<file path="src/rtl/br_pkg.sv">
// Shared types and widths for the branch resolve unit.
package br_pkg;

   localparam int unsigned XLEN = 32;

   typedef enum logic [2:0] {
      BEQ  = 3'b000,
      BNE  = 3'b001,
      BLT  = 3'b100,
      BGE  = 3'b101,
      BLTU = 3'b110,
      BGEU = 3'b111
   } br_funct3_e;

   typedef enum logic [1:0] {
      IDLE     = 2'd0,
      REDIRECT = 2'd1,
      FLUSH    = 2'd2
   } br_state_e;

endpackage

</file>
<file path="src/rtl/branch_resolve_unit_if.sv">
// PC redirect handshake between the branch resolve unit (master) and fetch (slave).
interface branch_resolve_unit_if;
   import br_pkg::*;

   logic            redir_valid;
   logic [XLEN-1:0] redir_pc;
   logic            redir_ready;

   modport master (output redir_valid, output redir_pc, input redir_ready);
   modport slave  (input redir_valid, input redir_pc, output redir_ready);
endinterface

</file>
<file path="src/rtl/br_taken_decode.sv">
// Combinational taken/not-taken decision and comparator mode select.
module br_taken_decode
   import br_pkg::*;
(
   input  logic       is_branch,
   input  logic       is_jal,
   input  logic       is_jalr,
   input  logic [2:0] funct3,
   input  logic       br_eq,
   input  logic       br_lt,
   output logic       br_un,
   output logic       taken_c,
   output logic       count_c
);

   logic one_flag_c;
   logic any_flag_c;
   logic f3_ok_c;
   logic cond_c;

   assign br_un      = funct3[1];
   assign any_flag_c = is_branch | is_jal | is_jalr;
   assign one_flag_c = (is_branch ^ is_jal ^ is_jalr) & ~(is_branch & is_jal & is_jalr);

   always_comb begin
      cond_c  = 1'b0;
      f3_ok_c = 1'b1;
      case (funct3)
         BEQ:         cond_c = br_eq;
         BNE:         cond_c = ~br_eq;
         BLT, BLTU:   cond_c = br_lt;
         BGE, BGEU:   cond_c = ~br_lt;
         default:     f3_ok_c = 1'b0;
      endcase
   end

   // Conflicting flags still count as a resolve, but never redirect.
   always_comb begin
      taken_c = 1'b0;
      count_c = any_flag_c;
      if (one_flag_c) begin
         if (is_branch) begin
            taken_c = cond_c & f3_ok_c;
            count_c = f3_ok_c;
         end else begin
            taken_c = 1'b1;
         end
      end
   end

endmodule

</file>
<file path="src/rtl/branch_resolve_unit.sv">
// Resolves control-flow instructions in EX, issues PC redirects to fetch and flushes IF/ID.
module branch_resolve_unit
   import br_pkg::*;
#(
   parameter int unsigned FLUSH_CYCLES = 2,
   parameter int unsigned CNT_W        = 16
) (
   input  logic                   clk,
   input  logic                   rst_n,
   input  logic                   ex_valid,
   input  logic                   ex_is_branch,
   input  logic                   ex_is_jal,
   input  logic                   ex_is_jalr,
   input  logic [2:0]             ex_funct3,
   input  logic [XLEN-1:0]        ex_pc,
   input  logic [XLEN-1:0]        ex_imm,
   input  logic [XLEN-1:0]        ex_rs1,
   output logic                   br_un,
   input  logic                   br_eq,
   input  logic                   br_lt,
   output logic                   ex_stall,
   branch_resolve_unit_if.master  redir,
   output logic                   flush,
   output logic                   misalign,
   output logic [CNT_W-1:0]       cnt_branch,
   output logic [CNT_W-1:0]       cnt_taken
);

   localparam int unsigned FCW     = 4;
   localparam int unsigned FC_INIT = (FLUSH_CYCLES == 0) ? 0 : FLUSH_CYCLES - 1;

   br_state_e        state_q, state_d;
   logic [FCW-1:0]   fcnt_q, fcnt_d;
   logic [XLEN-1:0]  redir_pc_q, redir_pc_d;
   logic             misalign_q, misalign_d;
   logic [CNT_W-1:0] cnt_branch_q, cnt_branch_d;
   logic [CNT_W-1:0] cnt_taken_q, cnt_taken_d;

   logic             taken_c;
   logic             count_c;
   logic             resolve_c;
   logic [XLEN-1:0]  sum_c;
   logic [XLEN-1:0]  target_c;

   br_taken_decode u_decode (
      .is_branch (ex_is_branch),
      .is_jal    (ex_is_jal),
      .is_jalr   (ex_is_jalr),
      .funct3    (ex_funct3),
      .br_eq     (br_eq),
      .br_lt     (br_lt),
      .br_un     (br_un),
      .taken_c   (taken_c),
      .count_c   (count_c)
   );

   assign resolve_c = (state_q == IDLE) && ex_valid && (ex_is_branch || ex_is_jal || ex_is_jalr);
   assign sum_c     = (ex_is_jalr ? ex_rs1 : ex_pc) + ex_imm;
   assign target_c  = ex_is_jalr ? (sum_c & ~XLEN'(1)) : sum_c;

   always_ff @(posedge clk) begin
      if (!rst_n) begin
         state_q      <= IDLE;
         fcnt_q       <= '0;
         redir_pc_q   <= '0;
         misalign_q   <= 1'b0;
         cnt_branch_q <= '0;
         cnt_taken_q  <= '0;
      end else begin
         state_q      <= state_d;
         fcnt_q       <= fcnt_d;
         redir_pc_q   <= redir_pc_d;
         misalign_q   <= misalign_d;
         cnt_branch_q <= cnt_branch_d;
         cnt_taken_q  <= cnt_taken_d;
      end
   end

   // Next state, redirect target, flush countdown and saturating statistics.
   always_comb begin
      state_d      = state_q;
      fcnt_d       = fcnt_q;
      redir_pc_d   = redir_pc_q;
      misalign_d   = 1'b0;
      cnt_branch_d = cnt_branch_q;
      cnt_taken_d  = cnt_taken_q;

      if (resolve_c && count_c && (cnt_branch_q != '1)) cnt_branch_d = cnt_branch_q + CNT_W'(1);
      if (resolve_c && taken_c && (cnt_taken_q != '1))  cnt_taken_d  = cnt_taken_q + CNT_W'(1);

      case (state_q)
         IDLE: begin
            if (resolve_c && taken_c) begin
               if (target_c[1]) begin
                  misalign_d = 1'b1;
               end else begin
                  redir_pc_d = target_c;
                  state_d    = REDIRECT;
               end
            end
         end
         REDIRECT: begin
            if (redir.redir_ready) begin
               fcnt_d  = FCW'(FC_INIT);
               state_d = (FLUSH_CYCLES == 0) ? IDLE : FLUSH;
            end
         end
         FLUSH: begin
            if (fcnt_q == '0) state_d = IDLE;
            else              fcnt_d  = fcnt_q - FCW'(1);
         end
         default: state_d = IDLE;
      endcase
   end

   always_comb begin
      redir.redir_valid = 1'b0;
      flush             = 1'b0;
      ex_stall          = 1'b0;
      if (state_q != IDLE) begin
         flush    = 1'b1;
         ex_stall = 1'b1;
      end
      if (state_q == REDIRECT) redir.redir_valid = 1'b1;
   end

   assign redir.redir_pc = redir_pc_q;
   assign misalign       = misalign_q;
   assign cnt_branch     = cnt_branch_q;
   assign cnt_taken      = cnt_taken_q;

endmodule

</file>
<file path="src/flat_wrapper.sv">
// flat-port wrapper written by rule: the top's interface ports become plain ports
module branch_resolve_unit_flat import br_pkg::*;
#(
   parameter int unsigned FLUSH_CYCLES = 2,
   parameter int unsigned CNT_W        = 16
)
  (clk, rst_n, ex_valid, ex_is_branch, ex_is_jal, ex_is_jalr, ex_funct3, ex_pc, ex_imm, ex_rs1, br_un, br_eq, br_lt, ex_stall, flush, misalign, cnt_branch, cnt_taken, redir_redir_valid, redir_redir_pc, redir_redir_ready);
  branch_resolve_unit_if redir_i ();
  input  logic clk;
  input  logic rst_n;
  input  logic ex_valid;
  input  logic ex_is_branch;
  input  logic ex_is_jal;
  input  logic ex_is_jalr;
  input  logic [2:0] ex_funct3;
  input  logic [XLEN-1:0] ex_pc;
  input  logic [XLEN-1:0] ex_imm;
  input  logic [XLEN-1:0] ex_rs1;
  output logic br_un;
  input  logic br_eq;
  input  logic br_lt;
  output logic ex_stall;
  output logic flush;
  output logic misalign;
  output logic [CNT_W-1:0] cnt_branch;
  output logic [CNT_W-1:0] cnt_taken;
  output wire logic [$bits(redir_i.redir_valid)-1:0] redir_redir_valid;
  output wire logic [$bits(redir_i.redir_pc)-1:0] redir_redir_pc;
  input wire logic [$bits(redir_i.redir_ready)-1:0] redir_redir_ready;
  assign redir_redir_valid = redir_i.redir_valid;
  assign redir_redir_pc = redir_i.redir_pc;
  assign redir_i.redir_ready = redir_redir_ready;
  branch_resolve_unit #(.FLUSH_CYCLES(FLUSH_CYCLES), .CNT_W(CNT_W)) u_core (.clk(clk), .rst_n(rst_n), .ex_valid(ex_valid), .ex_is_branch(ex_is_branch), .ex_is_jal(ex_is_jal), .ex_is_jalr(ex_is_jalr), .ex_funct3(ex_funct3), .ex_pc(ex_pc), .ex_imm(ex_imm), .ex_rs1(ex_rs1), .br_un(br_un), .br_eq(br_eq), .br_lt(br_lt), .ex_stall(ex_stall), .redir(redir_i), .flush(flush), .misalign(misalign), .cnt_branch(cnt_branch), .cnt_taken(cnt_taken));
endmodule
</file>
<file path="config.mk">
export PLATFORM = sky130hd
export DESIGN_NAME = branch_resolve_unit_flat
export DESIGN_NICKNAME = d
export VERILOG_FILES = /design/src/rtl/br_pkg.sv /design/src/rtl/branch_resolve_unit_if.sv /design/src/rtl/br_taken_decode.sv /design/src/rtl/branch_resolve_unit.sv /design/src/flat_wrapper.sv
export SDC_FILE = /design/constraint.sdc
export NUM_CORES = 1
export LEC_CHECK = 0
export BUFFER_PORTS_ARGS = -buffer_cell sky130_fd_sc_hd__buf_2
export CORE_MARGIN = 2
export CORE_UTILIZATION = 45
export CTS_CLUSTER_SIZE = 16
export DETAILED_ROUTE_END_ITERATION = 7
export GPL_TIMING_DRIVEN = 0
export PLACE_DENSITY_LB_ADDON = 0.25
export SLEW_MARGIN = 20
export SYNTH_ARGS = -nofsm -noshare
export SYNTH_HDL_FRONTEND = slang
export SYNTH_SLANG_ARGS = --single-unit
</file>
<file path="constraint.sdc">
create_clock -name clk -period 9.9 [get_ports clk]
set_clock_uncertainty 0.05 [all_clocks]
set_input_delay 0.99 -clock clk [delete_from_list [all_inputs] [get_ports clk]]
set_output_delay 0.99 -clock clk [all_outputs]
set_load 0.01 [all_outputs]
</file>
==> metrics.txt <==
wire per inst 14.1 microns; crit share post-route 42.5%; PostCTS Resize Cnt 0; final design utilization 57.0%; fraction of the yosys area taken by sequential cells 28.5%; CP Max Fanout 10; FMAX 238 MHz; Cell variety after synth 60; RSZ-0062 raised after global routing false; Post-CTS Setup Bufs 0; Post-DP HPWL 10600 microns; CP startpoint ex_is_jalr; final worst path period need 4210 ps; crit path buf inv count 3; GPL Wtd Cong 0.862; average cell area after synthesis 8.21 sq um; max-cap violation count 0; first-pass GRT wire length 21200 microns; Routed WL 13100 microns; crit path DAT 4450 ps; Root Buffer Master clkbuf_8; Placed Area 0.00596 sq mm; R2R Path End u_core.redir.redir_pc[0]$_SDFFE_PN0P_; setup TNS 0 ps; Via Count 4899; status finished, final reports clean; die span in x 109 microns; Clock Sinks 70; reg2reg setup slack 7460 ps; post-synthesis cell area 0.00492 sq mm; kind of critical path in -> reg; Critical Path End u_core.redir.redir_pc[27]$_SDFFE_PN0P_; CP max stage delay 520 ps; final hold vios 0; synth-to-layout area growth 24.5%; Net Count, Synth 744; I/O Buffers 173; DRC 0; final setup vio count 0; TritonCTS clock tree done; Top Ports 177; WP data required 10140 ps; Synth async-reset ratio 0%; headroom to the max-slew limit 57.2%; Starting Density 45.8%; Synth Warn # 0; Die Y 109 microns; DIE AREA 0.0118 sq mm; CP max-delay cell clkbuf_1; Top FF cell, synth dfxtp_1; Placeable Area 0.0107 sq mm; Crit. End Element flop; Layout Nets 928; reg2reg path depth 8; synthesis-stage register bit count 70; Avg Vias per Cell 5.28; clock transition at the registers of the reported paths 80 ps; fin area 0.00612 sq mm; commonest non-fill, non-tap cell in the layout buf_2; largest net degree at the start of global routing 13; CP delay by family, top compound AO/OA/AOI/OAI gates; worst path cell trace buf_4, clkbuf_1, mux2i_1, inv_1, ha_1, a21oi_1, a2bb2oi_1, o2111ai_1, and4_1, o211ai_1, a31oi_1, o21a_1, o31ai_1, and2_1; most frequent cells in the layout 179 x buf_2, 70 x nand2_1, 70 x dfxtp_1; Congestion Overflow GR 0; Max Slew Vio Count 0; ANT nets after route 0; peak supply drop 62.6 uV; CP Depth 14; worst slew pin tran 642 ps; cell count after synthesis 599; Post-CTS Hold Fix Bufs 0; Initial DRC Count 201; hold crit path type reg -> reg; Reg-to-Reg Start u_core.state_q[1]$_SDFFE_PN0P_; Skew-Pair Late Insertion Delay 340 ps; CTS buffer count 9; antenna violations before repair 0; DRT Pass-1 Iters 4; Row Count 38; crit path launch type input pin; EDFF count, synth 0; overall routing resource usage 22.4%; layout cells sized above 1 31.5%; Cell Pwr Density 119 mW/mm^2; Pleak 0.00276 uW; Clock Tree Buf Depth 2; vias in the first global route 4637; Diodes inserted 0; CTS H-tree depth 3
## power breakdown
group	internal, uW	leakage, uW	switching, uW
Clock	89.1	0.0000885	113
Combinational	105	0.00210	126
Sequential	291	0.000566	7.04
## worst min path at each step
stage | startpoint | end | slack (ps) | cells after the start
finish | u_core.redir.redir_pc[3]$_SDFFE_PN0P_ | u_core.redir.redir_pc[3]$_SDFFE_PN0P_ | 410 | 2
global route | u_core.redir.redir_pc[20]$_SDFFE_PN0P_ | u_core.redir.redir_pc[20]$_SDFFE_PN0P_ | 430 | 2
CTS | u_core.redir.redir_pc[3]$_SDFFE_PN0P_ | u_core.redir.redir_pc[3]$_SDFFE_PN0P_ | 410 | 2
detailed placement | u_core.redir.redir_pc[3]$_SDFFE_PN0P_ | u_core.redir.redir_pc[3]$_SDFFE_PN0P_ | 400 | 2
global placement | u_core.redir.redir_pc[15]$_SDFFE_PN0P_ | u_core.redir.redir_pc[15]$_SDFFE_PN0P_ | 390 | 2
floorplan | u_core.redir.redir_pc[10]$_SDFFE_PN0P_ | u_core.redir.redir_pc[10]$_SDFFE_PN0P_ | 430 | 2
## through the flow
stage               total power, uW  setup WS (ps)  hold slack, ps  cells
finish                          731           5690             406    928
global route                    779           5330             435    928
CTS                             737           5690             409    928
detailed placement              534           5340             396    912
global placement                529           5380             392    912
floorplan                       467           5860             426    599
## Yosys cell counts (14+ instances only)
master | instances | area [sq um]
inv_1 | 17 | 63.8
xor2_1 | 20 | 175
mux2_2 | 30 | 338
a21oi_1 | 54 | 270
xnor2_1 | 30 | 263
clkbuf_1 | 15 | 56.3
nor2_1 | 58 | 218
dfxtp_1 | 70 | 1400
nor3_1 | 14 | 70.1
o21ai_1 | 14 | 70.1
ha_1 | 36 | 450
nand2_1 | 70 | 263
nand3_1 | 24 | 120
## kinds of logic after synthesis
family                     share of synthesized area, %
AOI/OAI and AO/OA                                  17.4
xor gates and xnor gates                           8.90
adders and majority gates                          9.56
buffers and inverters                              3.74
DFF                                                28.5
muxes                                              8.55
other                                            0.0762
and+or+nand+nor                                    23.3
## flip-flops by register name (all words and copies together) (netlist names)
signal / cells
u_core.cnt_branch: 16
u_core.misalign: 1
u_core.redir.redir_pc: 31
u_core.fcnt_q: 4
u_core.cnt_taken: 16
u_core.state_q: 2
## worst reg2reg max path, delay by kind of cell (launching register included)
| family | cells | cell delay, ps |
|---|---|---|
| simple gates | 5 | 1160 |
| buf+inv | 2 | 640 |
| flops | 1 | 370 |
| compound gates | 1 | 150 |
## cell type report
class                           instances  area (sq um)
Inverter                               17          63.8
Multi-Input combinational cell        486          3330
Buffer                                 26           120
Clock inverter                          7          41.3
Sequential cell                        70          1400
Clock buffer                            9           124
Fill cell                            1055          4620
Timing Repair Buffer                  173           866
Tap cell                              140           175
## metal layers
metal	global-route usage (%)	wire (microns)	part of all wire, %	vias up
met5	0	0	0	-
met4	5.86	144	1.1	0
met3	3.98	874	6.7	11
met2	40.5	6530	50	153
met1	27.3	5570	42	2251
li1	-	-	-	2484
Power figures use the tool's default switching activity.
